$ cat src/rtl/vu_meter_pkg.sv
`default_nettype none
// +--------------------------------------------------------------------------+
// | Package     : vu_meter_pkg                                               |
// | Description : Shared types and widths for the VU meter PWM link.         |
// | Revision    : 1.0 - initial release                                      |
// +--------------------------------------------------------------------------+
package vu_meter_pkg;

  // Published duty width: one LSB per step of the 128-step VU PWM
  localparam int VU_DUTY_W = 7;
  // Internal high-time / period counter width
  localparam int VU_CNT_W  = 10;

  // Per-channel capture state
  typedef enum logic [1:0] {
    CAP_IDLE = 2'd0,
    CAP_HIGH = 2'd1,
    CAP_LOW  = 2'd2
  } cap_state_t;

endpackage : vu_meter_pkg
`default_nettype wire

$ cat src/rtl/vu_pwm_capture_chan.sv
`default_nettype none
// +--------------------------------------------------------------------------+
// | Module      : vu_pwm_capture_chan                                        |
// | Description : One VU PWM capture channel: 2-flop synchronizer, edge      |
// |               detect, high/period measurement FSM, stuck-line timeout    |
// |               and optional peak-hold with slow decay.                    |
// |               Optional feature macro: VU_PWM_CAPTURE_PEAK_HOLD_EN        |
// | Revision    : 1.0 - initial release                                      |
// +--------------------------------------------------------------------------+
module vu_pwm_capture_chan
  import vu_meter_pkg::*;
#(
  parameter int DUTY_W    = VU_DUTY_W,
  parameter int CNT_W     = VU_CNT_W,
  parameter int TIMEOUT   = 1023,
  parameter int DECAY_DIV = 16
) (
  input  logic              clk,
  input  logic              rst_n,
  input  logic              enable,
  input  logic              pwm_in,
  output logic [DUTY_W-1:0] duty,
  output logic              valid,
  output logic              stuck,
  output logic [DUTY_W-1:0] peak
);

  localparam logic [CNT_W-1:0] c_cnt_max  = {CNT_W{1'b1}};
  localparam logic [CNT_W-1:0] c_timeout  = CNT_W'(TIMEOUT);
  localparam logic [CNT_W-1:0] c_duty_lim = CNT_W'((1 << DUTY_W) - 1);

  // r_sync[0..1] are the metastability flops, r_sync[2] the edge-detect delay
  logic [2:0]        r_sync;
  logic              w_rise;
  logic              w_fall;

  cap_state_t        r_state;
  cap_state_t        w_next_state;
  logic [CNT_W-1:0]  r_hi_cnt;
  logic [CNT_W-1:0]  r_per_cnt;
  logic [CNT_W-1:0]  w_hi_next;
  logic [CNT_W-1:0]  w_per_next;
  logic              w_pub;
  logic [DUTY_W-1:0] w_pub_duty;
  logic              w_stuck_next;
  logic [DUTY_W-1:0] r_duty;
  logic              r_valid;
  logic              r_stuck;

  function automatic logic [CNT_W-1:0] f_sat_inc(input logic [CNT_W-1:0] v);
    return (v == c_cnt_max) ? v : v + CNT_W'(1);
  endfunction

  function automatic logic [DUTY_W-1:0] f_sat_duty(input logic [CNT_W-1:0] v);
    return (v > c_duty_lim) ? {DUTY_W{1'b1}} : v[DUTY_W-1:0];
  endfunction

  // Synchronizer chain keeps running regardless of enable so re-enable sees no false edge
  always_ff @(posedge clk or negedge rst_n) begin
    if (!rst_n) r_sync <= 3'b000;
    else        r_sync <= {r_sync[1:0], pwm_in};
  end

  assign w_rise = r_sync[1] & ~r_sync[2];
  assign w_fall = ~r_sync[1] & r_sync[2];

  // State, counters and published outputs
  always_ff @(posedge clk or negedge rst_n) begin
    if (!rst_n) begin
      r_state   <= CAP_IDLE;
      r_hi_cnt  <= '0;
      r_per_cnt <= '0;
      r_duty    <= '0;
      r_valid   <= 1'b0;
      r_stuck   <= 1'b0;
    end else begin
      r_state   <= w_next_state;
      r_hi_cnt  <= w_hi_next;
      r_per_cnt <= w_per_next;
      r_valid   <= w_pub;
      r_stuck   <= w_stuck_next;
      if (w_pub) r_duty <= w_pub_duty;
    end
  end

  // Next-state, counter and publish decode; a rising edge beats a same-clk timeout
  always_comb begin
    w_next_state = r_state;
    w_hi_next    = r_hi_cnt;
    w_per_next   = r_per_cnt;
    w_pub        = 1'b0;
    w_pub_duty   = '0;
    w_stuck_next = r_stuck;
    if (!enable) begin
      w_next_state = CAP_IDLE;
      w_hi_next    = '0;
      w_per_next   = '0;
    end else begin
      case (r_state)
        CAP_IDLE: begin
          if (w_rise) begin
            w_next_state = CAP_HIGH;
            w_hi_next    = CNT_W'(1);
            w_per_next   = CNT_W'(1);
            w_stuck_next = 1'b0;
          end
        end
        CAP_HIGH, CAP_LOW: begin
          if (w_rise) begin
            w_pub        = 1'b1;
            w_pub_duty   = f_sat_duty(r_hi_cnt);
            w_next_state = CAP_HIGH;
            w_hi_next    = CNT_W'(1);
            w_per_next   = CNT_W'(1);
            w_stuck_next = 1'b0;
          end else if (r_per_cnt == c_timeout) begin
            w_pub        = 1'b1;
            w_pub_duty   = {DUTY_W{r_sync[1]}};
            w_stuck_next = 1'b1;
            w_next_state = CAP_IDLE;
            w_hi_next    = '0;
            w_per_next   = '0;
          end else begin
            w_per_next = f_sat_inc(r_per_cnt);
            if (r_state == CAP_HIGH) begin
              if (w_fall) w_next_state = CAP_LOW;
              else        w_hi_next    = f_sat_inc(r_hi_cnt);
            end
          end
        end
        default: begin
          w_next_state = CAP_IDLE;
          w_hi_next    = '0;
          w_per_next   = '0;
        end
      endcase
    end
  end

  assign duty  = r_duty;
  assign valid = r_valid;
  assign stuck = r_stuck;

`ifdef VU_PWM_CAPTURE_PEAK_HOLD_EN
  localparam int              c_dec_w    = (DECAY_DIV > 1) ? $clog2(DECAY_DIV) : 1;
  localparam logic [c_dec_w-1:0] c_dec_last = c_dec_w'(DECAY_DIV - 1);

  logic [DUTY_W-1:0]  r_peak;
  logic [c_dec_w-1:0] r_dec_cnt;

  // Peak tracks new maxima immediately and sags one LSB every DECAY_DIV non-raising publishes
  always_ff @(posedge clk or negedge rst_n) begin
    if (!rst_n) begin
      r_peak    <= '0;
      r_dec_cnt <= '0;
    end else if (w_pub) begin
      if (w_pub_duty > r_peak) begin
        r_peak    <= w_pub_duty;
        r_dec_cnt <= '0;
      end else if (r_dec_cnt == c_dec_last) begin
        r_dec_cnt <= '0;
        if (r_peak != '0) r_peak <= r_peak - DUTY_W'(1);
      end else begin
        r_dec_cnt <= r_dec_cnt + c_dec_w'(1);
      end
    end
  end

  assign peak = r_peak;
`else
  assign peak = r_duty;
`endif

endmodule : vu_pwm_capture_chan
`default_nettype wire

$ cat src/rtl/vu_pwm_capture.sv
`default_nettype none
// +--------------------------------------------------------------------------+
// | Module      : vu_pwm_capture                                             |
// | Description : Receive side of the VU meter PWM link. Measures the high   |
// |               time of each left/right PWM cycle and publishes a duty     |
// |               count, stuck-line flag and peak-hold value per channel.    |
// |               Optional feature macro: VU_PWM_CAPTURE_PEAK_HOLD_EN        |
// | Revision    : 1.0 - initial release                                      |
// +--------------------------------------------------------------------------+
module vu_pwm_capture
  import vu_meter_pkg::*;
#(
  parameter int DUTY_W    = VU_DUTY_W,
  parameter int CNT_W     = VU_CNT_W,
  parameter int TIMEOUT   = 1023,
  parameter int DECAY_DIV = 16
) (
  input  logic              clk,
  input  logic              rst_n,
  input  logic              enable,
  input  logic              l_pwm_in,
  input  logic              r_pwm_in,
  output logic [DUTY_W-1:0] l_duty,
  output logic [DUTY_W-1:0] r_duty,
  output logic              l_valid,
  output logic              r_valid,
  output logic              l_stuck,
  output logic              r_stuck,
  output logic [DUTY_W-1:0] l_peak,
  output logic [DUTY_W-1:0] r_peak
);

  // Left channel
  vu_pwm_capture_chan #(
    .DUTY_W   (DUTY_W),
    .CNT_W    (CNT_W),
    .TIMEOUT  (TIMEOUT),
    .DECAY_DIV(DECAY_DIV)
  ) u_left (
    .clk   (clk),
    .rst_n (rst_n),
    .enable(enable),
    .pwm_in(l_pwm_in),
    .duty  (l_duty),
    .valid (l_valid),
    .stuck (l_stuck),
    .peak  (l_peak)
  );

  // Right channel, fully independent of the left
  vu_pwm_capture_chan #(
    .DUTY_W   (DUTY_W),
    .CNT_W    (CNT_W),
    .TIMEOUT  (TIMEOUT),
    .DECAY_DIV(DECAY_DIV)
  ) u_right (
    .clk   (clk),
    .rst_n (rst_n),
    .enable(enable),
    .pwm_in(r_pwm_in),
    .duty  (r_duty),
    .valid (r_valid),
    .stuck (r_stuck),
    .peak  (r_peak)
  );

endmodule : vu_pwm_capture
`default_nettype wire
$ cat config.mk
export PLATFORM = sky130hd
export DESIGN_NAME = vu_pwm_capture
export DESIGN_NICKNAME = d
export VERILOG_FILES = /design/src/rtl/vu_meter_pkg.sv /design/src/rtl/vu_pwm_capture_chan.sv /design/src/rtl/vu_pwm_capture.sv
export SDC_FILE = /design/constraint.sdc
export NUM_CORES = 1
export LEC_CHECK = 0
export ABC_AREA = 1
export CORE_UTILIZATION = 25
export CTS_CLUSTER_SIZE = 25
export DETAILED_ROUTE_END_ITERATION = 10
export SLEW_MARGIN = 10
export SYNTH_ARGS = -nofsm -noshare
export SYNTH_HDL_FRONTEND = slang
export SYNTH_HIERARCHICAL = 1
export SYNTH_SLANG_ARGS = --single-unit
$ cat constraint.sdc
create_clock -name clk -period 1.66 [get_ports clk]
set_input_delay 0.249 -clock clk [delete_from_list [all_inputs] [get_ports clk]]
set_output_delay 0.249 -clock clk [all_outputs]
set_load 0.1 [all_outputs]
==> flow_summary.toml <==
[clock_tree]
numCtsBuffers = 9
clk_pin_slew_ns = 0.06
cts_tree = "built"
clk_path_buf_depth = 2
clk_latency_ns = 0.34
root_buffer = "clkbuf_16"
cts.sinks = 68
htreeDepth = 3

[synthesis]
syn_area_sq_um = 4030
ys_seq_area_frac = 0.422
synth.net_count = 530
syn_area_per_cell_sq_um = 7.82
netlist_instances = 515
yosysUniqueCellTypes = 39
yosysWarnings = 6
ys_ff_latch = 68

[floorplanning]
core_area_sq_um = 15800
rows = 46
die_h_um = 129
initial_core_util = 0.254
fp.dieArea_sq_um = 16600
die_w_um = 129
ios = 37

[drt]
wl_met3_um = 267
drt_iter0_drc = 184
drt_wl_total_um = 8740
drt-met1-wl_um = 4140
drc = 0
firstDrtPassIters = 4
vias = 3348
post_drt_via_cell_ratio = 4.14
wl_met2_um = 4290
top_layer_used = "met4"
wire_per_inst_um = 10.8
postRouteAntennaNets = 0

[timing]
max_freq_mhz = 626
slew_headroom = 0.754
hold_slack_ns = 0.347
post-route-period-util = 0.962
setup_viol = 0
layout_setup_ws_ns = 0.0633
fin_skew_ns = 0.00688
finalHoldViolCount = 0
rsz0062_at_grt = "yes"
slew_viol_final = 0
tightest_slew_ns = 0.369
fin_crit_ns = 1.60

[critical_path]
crit_path_max_fanout = 3
critical_path_class = "reg2reg"
worstSetupEndpointType = "flop"
worstPathArrival_ns = 1.85
crit_required_ns = 1.92
crit_path_start_kind = "flop"

[place]
place.gp.congestion = 0.809
dpl.hpwl_um = 6370
portBuffers = 36
pre_cts_slack_ns = -0.152

[pwr]
p_clk_frac = 0.221
ir_drop_mv = 0.849
power_density_nw_per_um2 = 1740
leakage_nw = 2.57
switchingPower_w = 0.00446
p_int_w = 0.00534
seqPwrFrac = 0.230
total_power_w = 0.00980
combPwrFrac = 0.548
p_sw_frac = 0.455

[global_route]
grt_pass1_vias = 3221
grt_pass1_wl_um = 14700
grt_overflow = 0
antenna_found_initial = 0
grt_max_degree = 31
grt_use_total = 0.112

[final_layout]
n_antenna_cell = 0
area_growth_pct = 39.5
drive_above_1_share = 0.270
nets = 603

[flow_run]
cap_violations = 0

[run_status]
outcome = "completed"

[worst_hold_path]
hold_path_class = "reg2reg"
cells in the mapped netlist (all sizes together):
library cell | n | area share
and3 | 1 | 0.0016
o22ai | 8 | 0.012
a31oi | 4 | 0.0062
a21oi | 10 | 0.016
nand3b | 2 | 0.0037
nand2 | 166 | 0.17
xnor2 | 2 | 0.0043
or2 | 2 | 0.0031
o21ai | 28 | 0.040
nor2 | 57 | 0.074
o211ai | 1 | 0.0019
inv | 79 | 0.074
o31ai | 2 | 0.0037
o21a | 1 | 0.0019
o21bai | 1 | 0.0019
xor2 | 9 | 0.020
nor3 | 8 | 0.014
ha | 10 | 0.031
dfrtp | 68 | 0.42
nand3 | 33 | 0.051
nor4 | 2 | 0.0062
buf | 18 | 0.036
nand4 | 3 | 0.0047
cells by family (layout without fill, tap and decap cells):
family / Yosys count / in the layout / synth area share
xor gates and xnor gates: 11 / 11 / 0.0239
AOI/OAI and AO/OA: 55 / 55 / 0.0845
buffers and inverters: 97 / 174 / 0.111
DFF: 68 / 68 / 0.422
and+or+nand+nor: 274 / 275 / 0.327
adders and majority gates: 10 / 10 / 0.0311
critical path, cell delays in order, from the launching register on:
cell     delay (ns)
dfrtp_1        0.39
inv_2          0.07
ha_4           0.28
nand2_2        0.10
nor3_4         0.23
nand2_4        0.10
buf_4          0.15
nor2_1         0.08
nand2_1        0.05
o21ai_0        0.07
cell type report:
| class | count | area [sq um] |
|---|---|---|
| fillers | 1614 | 10200 |
| multi-input cells | 351 | 1980 |
| flip-flops and latches | 68 | 1700 |
| repair buffers | 79 | 1030 |
| inverters | 79 | 307 |
| well taps | 216 | 270 |
| clock buffers | 11 | 233 |
| clock inverters | 5 | 100 |
sequential cells by signal, summed over array words and instances, names as in the netlist:
register and count:
u_left/stuck 1, u_left/r_state 2, u_right/stuck 1, u_right/r_per_cnt 10, u_right/duty 7, u_left/valid 1
u_left/r_sync 3, u_left/r_hi_cnt 10, u_right/r_sync 3, u_right/r_state 2, u_right/r_hi_cnt 10, u_right/valid 1
u_left/r_per_cnt 10, u_left/duty 7
layout by cell type, fill, tap and decap left out, types with 7 or more instances in the layout:
master       n
a21oi_1      8
buf_12      34
buf_4       41
clkbuf_16    9
dfrtp_1     68
ha_1         7
inv_1       65
inv_2       12
nand2_1    147
nand2_2     13
nand3_1     28
nor2_1      42
nor2_4       9
o21ai_0     19
o22ai_1      8
xor2_1       9
per-layer routing:
layer / global-route usage / vias to the layer above
li1: - / 1746
met1: 0.139 / 1555
met2: 0.184 / 41
met3: 0.0374 / 6
met4: 0.0332 / 0
met5: 0 / -
what timing repair did:
action,4_1_cts,5_1_grt
hold buffers,1,0
cloned,0,1
endpoints found under the setup margin,11,41
buffers inserted,0,6
resized for setup,3,20
pin swaps,0,15
hold endpoints to repair,24,0
power groups by stage:
stage / Sequential (W) / Clock (W) / Combinational [W]
3_3_place_gp: 0.00227 / 0 / 0.00507
3_5_place_dp: 0.00227 / 0 / 0.00510
4_1_cts: 0.00225 / 0.00224 / 0.00513
5_1_grt: 0.00229 / 0.00231 / 0.00571
6_report: 0.00225 / 0.00217 / 0.00537
2_1_floorplan: 0.00305 / 0 / 0.00257
worst paths after layout:
check	start	end	slack (ns)	cells after the start
max	u_right/r_state[1]	u_right/r_hi_cnt[3]	0.06	9
min	u_left/r_sync[0]	u_left/r_sync[1]	0.35	0
max reg2reg	u_right/r_state[1]	u_right/r_hi_cnt[3]	0.06	9
min reg2reg	u_left/r_sync[0]	u_left/r_sync[1]	0.35	0
max in group asynchronous	rst_n	u_right/duty[5]	0.76	3
min in group asynchronous	rst_n	u_left/r_per_cnt[7]	0.38	2
per-stage QoR:
stage                     utilization  cells  area, sq um  setup TNS (ns)
after floorplan                     -    515         4030               0
after detailed placement        0.324    785         5120           -3.13
after global routing            0.355    809         5620         -0.0763
final                           0.355    809         5620               0
after global placement          0.324    785         5120           -1.83
after CTS                       0.346    802         5480               0
Power figures use the tool's default switching activity.
